--- config.mk ---
export PLATFORM = sky130hd
export DESIGN_NAME = circuit_1_hlsm
export DESIGN_NICKNAME = d
export VERILOG_FILES = /design/src/rtl/circuit_1_hlsm_pkg.sv /design/src/rtl/circuit_1_hlsm_dp.sv /design/src/rtl/circuit_1_hlsm.sv
export SDC_FILE = /design/constraint.sdc
export NUM_CORES = 1
export LEC_CHECK = 0
export BUFFER_PORTS_ARGS = -buffer_cell sky130_fd_sc_hd__buf_4
export CAP_MARGIN = 40
export CORE_UTILIZATION = 45
export DETAILED_ROUTE_END_ITERATION = 12
export PLACE_DENSITY_LB_ADDON = 0.3
export SETUP_SLACK_MARGIN = 0.5
export SLEW_MARGIN = 20
export SYNTH_ARGS = -nofsm -noshare
export SYNTH_HDL_FRONTEND = slang
export SYNTH_HIERARCHICAL = 1
export SYNTH_SLANG_ARGS = --single-unit
--- constraint.sdc ---
create_clock -name Clk -period 5.8 [get_ports Clk]
set_input_delay 0.29 -clock Clk [delete_from_list [all_inputs] [get_ports Clk]]
set_output_delay 0.29 -clock Clk [all_outputs]
set_load 0.01 [all_outputs]
--- src/rtl/circuit_1_hlsm_pkg.sv ---
// Shared definitions for circuit_1_hlsm: state encodings, default width and the
// controller-to-datapath control bundle.
package circuit_1_hlsm_pkg;

    localparam int DW_DEFAULT = 8;

    localparam logic [2:0] S_WAIT  = 3'd0;
    localparam logic [2:0] S_ADD1  = 3'd1;
    localparam logic [2:0] S_ADD2  = 3'd2;
    localparam logic [2:0] S_MUL   = 3'd3;
    localparam logic [2:0] S_SUB   = 3'd4;
    localparam logic [2:0] S_FINAL = 3'd5;

    typedef struct packed {
        logic ld_op;     // latch a, b, c
        logic sel_op;    // shared adder second operand: 0 = b_r, 1 = c_r
        logic sub_mode;  // shared unit computes f - d instead of an add
        logic ld_d;
        logic ld_e;
        logic ld_f;      // also loads the comparator result
        logic ld_out;    // loads z and x
    } dp_ctrl_t;

endpackage

--- src/rtl/circuit_1_hlsm_dp.sv ---
// Datapath for circuit_1_hlsm: operand/result registers around one shared
// add/sub unit, one multiplier, one comparator and the z output mux.
module circuit_1_hlsm_dp
    import circuit_1_hlsm_pkg::*;
#(
    parameter int DATAWIDTH = DW_DEFAULT
) (
    input  logic                     Clk,
    input  logic                     Rst,
    input  dp_ctrl_t                 ctrl,
    input  logic [DATAWIDTH-1:0]     a,
    input  logic [DATAWIDTH-1:0]     b,
    input  logic [DATAWIDTH-1:0]     c,
    output logic [DATAWIDTH-1:0]     z,
    output logic [2*DATAWIDTH-1:0]   x
);

    logic [DATAWIDTH-1:0]   a_r, b_r, c_r, d, e;
    logic [2*DATAWIDTH-1:0] f;
    logic                   gt;

    logic [2*DATAWIDTH-1:0] as_in0, as_in1, as_res;

    // The shared unit is 2*DW wide so the subtract covers x; adds keep only the low DW bits.
    always_comb begin
        as_in0 = ctrl.sub_mode ? f : {{DATAWIDTH{1'b0}}, a_r};
        as_in1 = ctrl.sub_mode ? {{DATAWIDTH{1'b0}}, d}
                               : {{DATAWIDTH{1'b0}}, (ctrl.sel_op ? c_r : b_r)};
        as_res = ctrl.sub_mode ? (as_in0 - as_in1) : (as_in0 + as_in1);
    end

    always_ff @(posedge Clk or posedge Rst) begin
        if (Rst) begin
            a_r <= '0;
            b_r <= '0;
            c_r <= '0;
            d   <= '0;
            e   <= '0;
            f   <= '0;
            gt  <= 1'b0;
            z   <= '0;
            x   <= '0;
        end else begin
            if (ctrl.ld_op) begin
                a_r <= a;
                b_r <= b;
                c_r <= c;
            end
            if (ctrl.ld_d) d <= as_res[DATAWIDTH-1:0];
            if (ctrl.ld_e) e <= as_res[DATAWIDTH-1:0];
            if (ctrl.ld_f) begin
                f  <= a_r * c_r;
                gt <= (d > e);
            end
            if (ctrl.ld_out) begin
                x <= as_res;
                z <= gt ? e : d;
            end
        end
    end

endmodule

--- src/rtl/circuit_1_hlsm.sv ---
// Scheduled FSMD form of circuit_1: z = min-style select of d/e, x = a*c - d,
// computed over a fixed six-state schedule with a Start/Done handshake.
module circuit_1_hlsm
    import circuit_1_hlsm_pkg::*;
#(
    parameter int DATAWIDTH = DW_DEFAULT
) (
    input  logic                     Clk,
    input  logic                     Rst,
    input  logic                     Start,
    input  logic [DATAWIDTH-1:0]     a,
    input  logic [DATAWIDTH-1:0]     b,
    input  logic [DATAWIDTH-1:0]     c,
    output logic                     Done,
    output logic [DATAWIDTH-1:0]     z,
    output logic [2*DATAWIDTH-1:0]   x,
    output logic [2:0]               dbg_state
);

    // Handshake: Start is a request sampled only in S_WAIT (no queuing, ignored elsewhere);
    // Done is a one-cycle registered pulse, after which z/x hold until the next run's S_SUB.
    logic [2:0] state, state_nxt;
    dp_ctrl_t   ctrl;

    always_comb begin
        state_nxt = state;
        unique case (state)
            S_WAIT:  state_nxt = Start ? S_ADD1 : S_WAIT;
            S_ADD1:  state_nxt = S_ADD2;
            S_ADD2:  state_nxt = S_MUL;
            S_MUL:   state_nxt = S_SUB;
            S_SUB:   state_nxt = S_FINAL;
            S_FINAL: state_nxt = S_WAIT;
            default: state_nxt = S_WAIT;
        endcase
    end

    always_comb begin
        ctrl          = '0;
        ctrl.ld_op    = (state == S_WAIT) && Start;
        ctrl.sel_op   = (state == S_ADD2);
        ctrl.sub_mode = (state == S_SUB);
        ctrl.ld_d     = (state == S_ADD1);
        ctrl.ld_e     = (state == S_ADD2);
        ctrl.ld_f     = (state == S_MUL);
        ctrl.ld_out   = (state == S_SUB);
    end

    always_ff @(posedge Clk or posedge Rst) begin
        if (Rst) begin
            state <= S_WAIT;
            Done  <= 1'b0;
        end else begin
            state <= state_nxt;
            Done  <= (state == S_FINAL);
        end
    end

    assign dbg_state = state;

    circuit_1_hlsm_dp #(.DATAWIDTH(DATAWIDTH)) u_dp (
        .Clk  (Clk),
        .Rst  (Rst),
        .ctrl (ctrl),
        .a    (a),
        .b    (b),
        .c    (c),
        .z    (z),
        .x    (x)
    );

endmodule

==> results.txt, run 1 <==
----------------------------------------------------
[Drt]
  Drc violations ... 0
  Starting DRT DRC Count ... 229
  Remaining antenna violation count after routing ... 0
  Total wire length after detailed routing ... 14,200 microns
  Wire length per cell after detailed routing ... 16.1 microns
  Via count ... 4,662
  Average vias per placed instance ... 5.27
  Iteration count of the initial detailed-routing pass ... 5

[STA]
  Final count of pins violating max slew ... 0
  Unrepaired setup endpoints after global routing ... false
  Min Tclk post-route ... 4.67 ns
  Headroom to the max-slew limit ... 55.5%
  Total Negative Setup Slacks ... 0 ns
  Hold violation total from the final report ... 0
  Least-Margin Pin Slew ... 0.661 ns
  Peak Freq ... 0.214 GHz
  Number of setup violations in the final report ... 0
  Clock skew ... 0.00556 ns
  Final period utilization ... 80.5%

[Finish]
  Area Growth Syn to Fin ... 13.9%
  Layout Nets ... 819
  Diodes inserted ... 0
  Layout cell share with drive strength beyond 1 ... 22.6%
  Fin area ... 0.00753 sq mm

[Synthesis]
  Synthesis-stage register bit count ... 85
  Post-synth top area share ... 32.2%
  Async set-or-reset flop fraction in the synthesized netlist ... 100%
  Number of warnings issued by yosys ... 6
  Biggest area consumer among synthesized cells ... dfrtp_1
  Count of different cell masters after synthesis ... 58
  Ys flop type ... dfrtp_1
  Fraction of the yosys area taken by sequential cells ... 32.2%
  Number of standard cells after synthesis ... 656
  Mean instance size in the synthesized netlist ... 10.1 sq um
  Cell Area, Synth ... 0.00661 sq mm
  Number of flops mapped to enable cells by yosys ... 0
  Syn_nets ... 774
  Synth top area cells ... dfrtp_1 32%, fa_1 11%, ha_1 10%

[Worst setup path]
  Required time reported for the critical path endpoint ... 6.01 ns
  Maximum single-stage delay on the critical path ... 0.56 ns
  CP max FO ... 10
  Endpoint class of the critical path ... flip-flop
  Crit path buf inv count ... 3
  Worst setup path category ... reg2reg
  Top Family by Delay on Critical Path ... adder cells
  Setup slack of the worst register-to-register path ... 1.13 ns
  Startpoint type of the worst setup path ... flip-flop
  Crit path cell chain ... nand2_1 > fa_1 > fa_1 > inv_1 > fa_1 > inv_1 > fa_1 > inv_1 > ha_1 > o21ai_0 > nand2b_1 > a31o_2 > a31oi_1 > a21oi_1 > xnor2_1 > a21oi_1
  Signal arrival time at the worst endpoint ... 4.88 ns
  Most common cell type on the critical path ... fa_1
  Slowest CP cell ... dfrtp_1

[Floorplan]
  Area of the die ... 0.0152 sq mm
  Boundary Pins ... 55
  Horizontal extent of the die ... 123 microns
  Area inside the core boundary ... 0.0141 sq mm
  Initial Util ... 46.9%
  Cell Rows ... 43
  Height of the die ... 123 microns

[Worst hold path]
  Worst min-delay path class ... in2reg

[Global route]
  Met3 track utilization from global routing ... 3.55%
  Met2 Track Usage GR ... 32.7%
  First-pass GRT wire length ... 24,100 microns
  Via count of the first global-routing pass ... 4,771
  Highest-utilization routing layer at the global route stage ... met2
  Met1 Usage GRT ... 28.9%
  Initial antenna violation count ... 0
  Maximum number of pins on one net before global-route repair ... 51
  Aggregate global routing overflow ... 0
  GRT Total Usage ... 20.6%

[Place]
  Post-DP HPWL ... 11,200 microns
  Post-DP Area ... 0.00720 sq mm
  Weighted congestion at the end of routability-driven global placement ... 0.847
  Port Buf Inserts ... 54

[CTS]
  Buffer depth of the longest clock path ... 2
  Library cell used as clock root buffer ... clkbuf_16
  Number of post-CTS setup repair buffers ... 0
  Hold-fix buffers, CTS ... 1
  Worst-skew pair later-pin latency ... 0.34 ns
  Clock transition at path regs ... 0.06 ns
  CTS tree ... built
  Maximum level of the CTS H-tree ... 3
  CTS sink count ... 85
  Post-cts repair resize count ... 0
  Total clock buffers created by CTS ... 9

[Job]
  Maxcap violations ... 0

[Run status]
  Result of the run ... complete, no violations

----------------------------------------------------
cell usage after synthesis (all sizes together), types with 5 or more instances:
master,n
xnor2,21
nor2b,7
nand2b,8
clkbuf,19
a21oi,32
mux2,63
o21a,8
nor2,34
mux2i,16
dfrtp,85
fa,37
nand2,39
ha,54
buf,9
nor3,7
o21ai,25
nand3,12
inv,82
and2,45
a21o,5
kinds of logic after synthesis:
kind of cell	after synthesis	synth area share, %
buf+inv	110	6.57
compound gates	98	9.56
flops	85	32.2
simple gates	168	13.5
fa+ha+maj	91	21.4
mux	79	13.4
xor+xnor	25	3.31
registers in the layout, indices dropped and copies added, names as in the netlist:
signal and cells:
u_dp/f 16, u_dp/x 16, u_dp/a_r 8, u_dp/b_r 8, u_dp/c_r 8, u_dp/d 8, u_dp/e 8, u_dp/z 8
dbg_state 3, Done 1, u_dp/gt 1
worst reg2reg max path, cell delays in order (launching register included):
cell,delay [ns]
dfrtp_1,0.56
nand2_1,0.16
fa_1,0.53
fa_1,0.54
inv_1,0.05
fa_1,0.52
inv_1,0.05
fa_1,0.52
inv_1,0.04
ha_1,0.34
o21ai_0,0.25
nand2b_1,0.09
a31o_2,0.27
a31oi_1,0.25
a21oi_1,0.13
xnor2_1,0.16
a21oi_1,0.08
final cells by class:
| type | instances | area, sq um |
|---|---|---|
| Fill cell | 1256 | 6570 |
| Clock buffer | 9 | 225 |
| Sequential cell | 85 | 2130 |
| Timing Repair Buffer | 62 | 488 |
| Multi-Input combinational cell | 461 | 4070 |
| Inverter | 82 | 309 |
| Clock inverter | 6 | 88.8 |
| Tap cell | 180 | 225 |
routing by layer:
metal	vias to the layer above	routed length (microns)	share of wire, %
met5	-	0	0
met2	89	6720	47
met3	17	601	4.2
met1	2285	6720	47
met4	0	187	1.3
li1	2271	-	-
per-stage QoR:
stage	instances	utilization, %	hold slack (ns)	worst slack (ns)
after floorplan	656	-	0.0561	1.38
after detailed placement	869	51.1	0.203	1.16
final	885	53.4	0.176	1.13
after CTS	885	53.4	0.166	1.12
after global placement	868	50.9	0.194	1.28
after global routing	885	53.4	0.171	0.738
final timing paths:
path | startpoint | to | cells past startpoint
max reg2reg | u_dp/a_r[0] | u_dp/f[14] | 16
min reg2reg | u_dp/f[7] | u_dp/f[7] | 1
max | u_dp/a_r[0] | u_dp/f[14] | 16
min in group asynchronous | Rst | Done | 3
max in group asynchronous | Rst | u_dp/b_r[0] | 5
min | a[5] | u_dp/a_r[5] | 2
cell usage in the layout, fill, tap and decap left out, drive strengths merged, types with 3 or more instances in the layout:
cell type / instances
a21o: 5
a21oi: 32
a31o: 4
a31oi: 4
and2: 45
buf: 61
clkbuf: 9
clkinv: 3
dfrtp: 85
fa: 37
ha: 54
inv: 81
mux2: 63
mux2i: 16
nand2: 39
nand2b: 8
nand3: 12
nor2: 34
nor2b: 7
nor3: 7
nor3b: 3
o211ai: 4
o21a: 8
o21ai: 25
o31a: 4
or2: 4
xnor2: 21
xor2: 4
Power of run 1 is left out: the tool's default activity adds up to more than one toggle a clock period on the data nets, which glitch-free logic cannot reach.
==> run 2, diff against run 1 <==
--- a/config.mk
+++ b/config.mk
@@ -5,6 +5,7 @@
 export SDC_FILE = /design/constraint.sdc
 export NUM_CORES = 1
 export LEC_CHECK = 0
+export ABC_AREA = 1
 export BUFFER_PORTS_ARGS = -buffer_cell sky130_fd_sc_hd__buf_4
 export CAP_MARGIN = 40
 export CORE_UTILIZATION = 45
==> constraint.sdc (replaced) <==
create_clock -name Clk -period 4.3 [get_ports Clk]
set_input_delay 0.215 -clock Clk [delete_from_list [all_inputs] [get_ports Clk]]
set_output_delay 0.215 -clock Clk [all_outputs]
set_load 0.01 [all_outputs]
==> run 2 against run 1 <==
Effect of this change:
- the run now ends with DRC left
- cell area rose by 11%
- critical path type unchanged
- die area rose by 3.7%
- synthesized area rose by 3.8%
==> results.txt, run 2 <==
----------------------------------------------------
[Floorplan]
  Height of the die ... 125 microns
  Boundary Pins ... 55
  Horizontal extent of the die ... 125 microns
  Cell Rows ... 44
  Area inside the core boundary ... 0.0147 sq mm
  Area of the die ... 0.0157 sq mm
  Initial Util ... 46.7%

[Global route]
  Aggregate global routing overflow ... 0
  Initial antenna violation count ... 0
  GRT Total Usage ... 21.8%
  Via count of the first global-routing pass ... 5,797
  Maximum number of pins on one net before global-route repair ... 44
  First-pass GRT wire length ... 27,200 microns

[STA]
  Final count of pins violating max slew ... 0
  Clock skew ... 0.00831 ns
  Least-Margin Pin Slew ... 0.710 ns
  Peak Freq ... 0.251 GHz
  Final period utilization ... 92.6%
  Number of setup violations in the final report ... 0
  Min Tclk post-route ... 3.98 ns
  Hold violation total from the final report ... 0
  Total Negative Setup Slacks ... 0 ns
  Headroom to the max-slew limit ... 52.6%
  Unrepaired setup endpoints after global routing ... true
  Final worst hold slack ... 0.0766 ns

[Finish]
  Layout Nets ... 1,109
  Area Growth Syn to Fin ... 21.6%
  Diodes inserted ... 0
  Most used cells in the layout excluding fill and tap cells ... 256 x nand2_1, 163 x inv_1, 94 x buf_4
  Layout cell share with drive strength beyond 1 ... 22.0%
  Top flop regs ... u_dp/f (16), u_dp/x (16)
  Most common cell after layout, fill and taps aside ... nand2_1

[Drt]
  Drc violations ... 5
  Iteration count of the initial detailed-routing pass ... 9
  Highest routing layer actually used ... met4
  Total wire length after detailed routing ... 16,400 microns
  Starting DRT DRC Count ... 401
  Wire length on met2 ... 7910 microns
  Met1 WL ... 7320 microns
  Detailed route wirelength on metal3 ... 762 microns
  Average vias per placed instance ... 5.00
  Via count ... 5,900
  Wire length per cell after detailed routing ... 13.9 microns
  Remaining antenna violation count after routing ... 0

[Worst setup path]
  Worst setup path category ... reg2reg
  Signal arrival time at the worst endpoint ... 4.21 ns
  Depth of the most critical reg-to-reg path ... 20
  Endpoint class of the critical path ... flip-flop
  Startpoint type of the worst setup path ... flip-flop
  CP max FO ... 6
  Required time reported for the critical path endpoint ... 4.53 ns

[Synthesis]
  Synthesis-stage register bit count ... 85
  Number of warnings issued by yosys ... 6
  Leading cell types by count after synthesis ... 267 x nand2_1, 173 x inv_1, 89 x o21ai_0
  Syn_nets ... 1,028
  Async set-or-reset flop fraction in the synthesized netlist ... 100%
  Ys flop type ... dfrtp_1
  Cell Area, Synth ... 0.00686 sq mm
  Post-synth top area share ... 31.0%
  Cell with the most instances after synthesis ... nand2_1
  Synth top area cells ... dfrtp_1 31%, nand2_1 15%, fa_1 11%
  Biggest area consumer among synthesized cells ... dfrtp_1
  Number of standard cells after synthesis ... 910
  Fraction of the yosys area taken by sequential cells ... 31.0%
  Mean instance size in the synthesized netlist ... 7.54 sq um
  Number of flops mapped to enable cells by yosys ... 0
  Count of different cell masters after synthesis ... 41

[CTS]
  Maximum level of the CTS H-tree ... 3
  Worst-skew pair later-pin latency ... 0.35 ns
  Clock transition at path regs ... 0.06 ns
  CTS tree ... built
  Library cell used as clock root buffer ... clkbuf_16
  Buffer depth of the longest clock path ... 2
  CTS sink count ... 85
  Total clock buffers created by CTS ... 9

[Place]
  Port Buf Inserts ... 54
  Weighted congestion at the end of routability-driven global placement ... 0.841
  Post-DP HPWL ... 12,000 microns

[Run status]
  Result of the run ... finished, violations left
  Failing checks ... DRC

[Worst hold path]
  Worst min-delay path class ... in2reg
  Cell depth of the worst min-delay path ... 3

[Job]
  Maxcap violations ... 0

----------------------------------------------------
==> run 2: metal layers <==
layer | global-route usage, % | up-vias
met2 | 35.9 | 140
met3 | 3.04 | 28
met1 | 28.8 | 2777
li1 | - | 2955
met5 | 0 | -
met4 | 8.97 | 0
==> run 2: worst max-delay path, cell delays in order (launching register included) <==
cell	delay (ns)
dfrtp_2	0.44
buf_12	0.15
nand2_4	0.06
inv_2	0.03
fa_1	0.51
inv_1	0.05
fa_1	0.49
inv_1	0.05
fa_1	0.47
inv_1	0.05
fa_1	0.49
inv_2	0.05
ha_4	0.32
nand2_4	0.06
buf_4	0.13
buf_6	0.10
buf_6	0.10
buf_4	0.12
buf_6	0.10
nand3_2	0.04
nand2_1	0.06
==> run 2: logic make-up after synthesis <==
family	count (synthesis)	share of synthesized area, %
AO/OA/AOI/OAI	133	10.3
XOR/XNOR	15	1.92
adder cells (fa/ha/maj)	91	20.7
buffers and inverters	215	12.3
flip-flops	85	31.0
multiplexers	6	0.985
AND/OR/NAND/NOR	365	22.9
==> run 2: stage by stage <==
stage | worst slack [ns] | instance area, sq um | cells | utilization (%)
after floorplan | 0.495 | 6990 | 910 | -
after global placement | 0.127 | 7440 | 1116 | 50.6
after detailed placement | 0.0836 | 7470 | 1118 | 50.8
after CTS | 0.364 | 8050 | 1158 | 54.7
after global routing | 0.175 | 8340 | 1180 | 56.7
final | 0.317 | 8340 | 1180 | 56.7
==> run 2: what timing repair did <==
item,4_1_cts,5_1_grt
endpoints found under the hold margin,44,0
hold buffers,1,0
buffers inserted,23,20
endpoints found under the setup margin,16,21
pin swaps,15,13
gates resized for setup,33,38
gates cloned,0,2
==> run 2: path summary, 6_finish.rpt <==
check	to	start	slack, ns
setup reg to reg	u_dp/f[7]	u_dp/c_r[3]	0.32
hold reg to reg	u_dp/f[7]	u_dp/f[7]	0.47
setup / recovery	u_dp/f[7]	u_dp/c_r[3]	0.32
max in group asynchronous	u_dp/a_r[0]	Rst	2.73
min in group asynchronous	dbg_state[0]	Rst	0.32
hold / removal	u_dp/a_r[4]	a[4]	0.08
==> run 2: area by class of cell <==
type | instances | area, sq um
Sequential cell | 85 | 2140
Timing Repair Buffer | 105 | 853
Multi-Input combinational cell | 610 | 4130
Timing Repair inverter | 2 | 17.5
Clock inverter | 5 | 33.8
Fill cell | 1318 | 6360
Inverter | 178 | 691
Clock buffer | 11 | 243
Tap cell | 184 | 230
Power of run 2 is left out for the same reason.
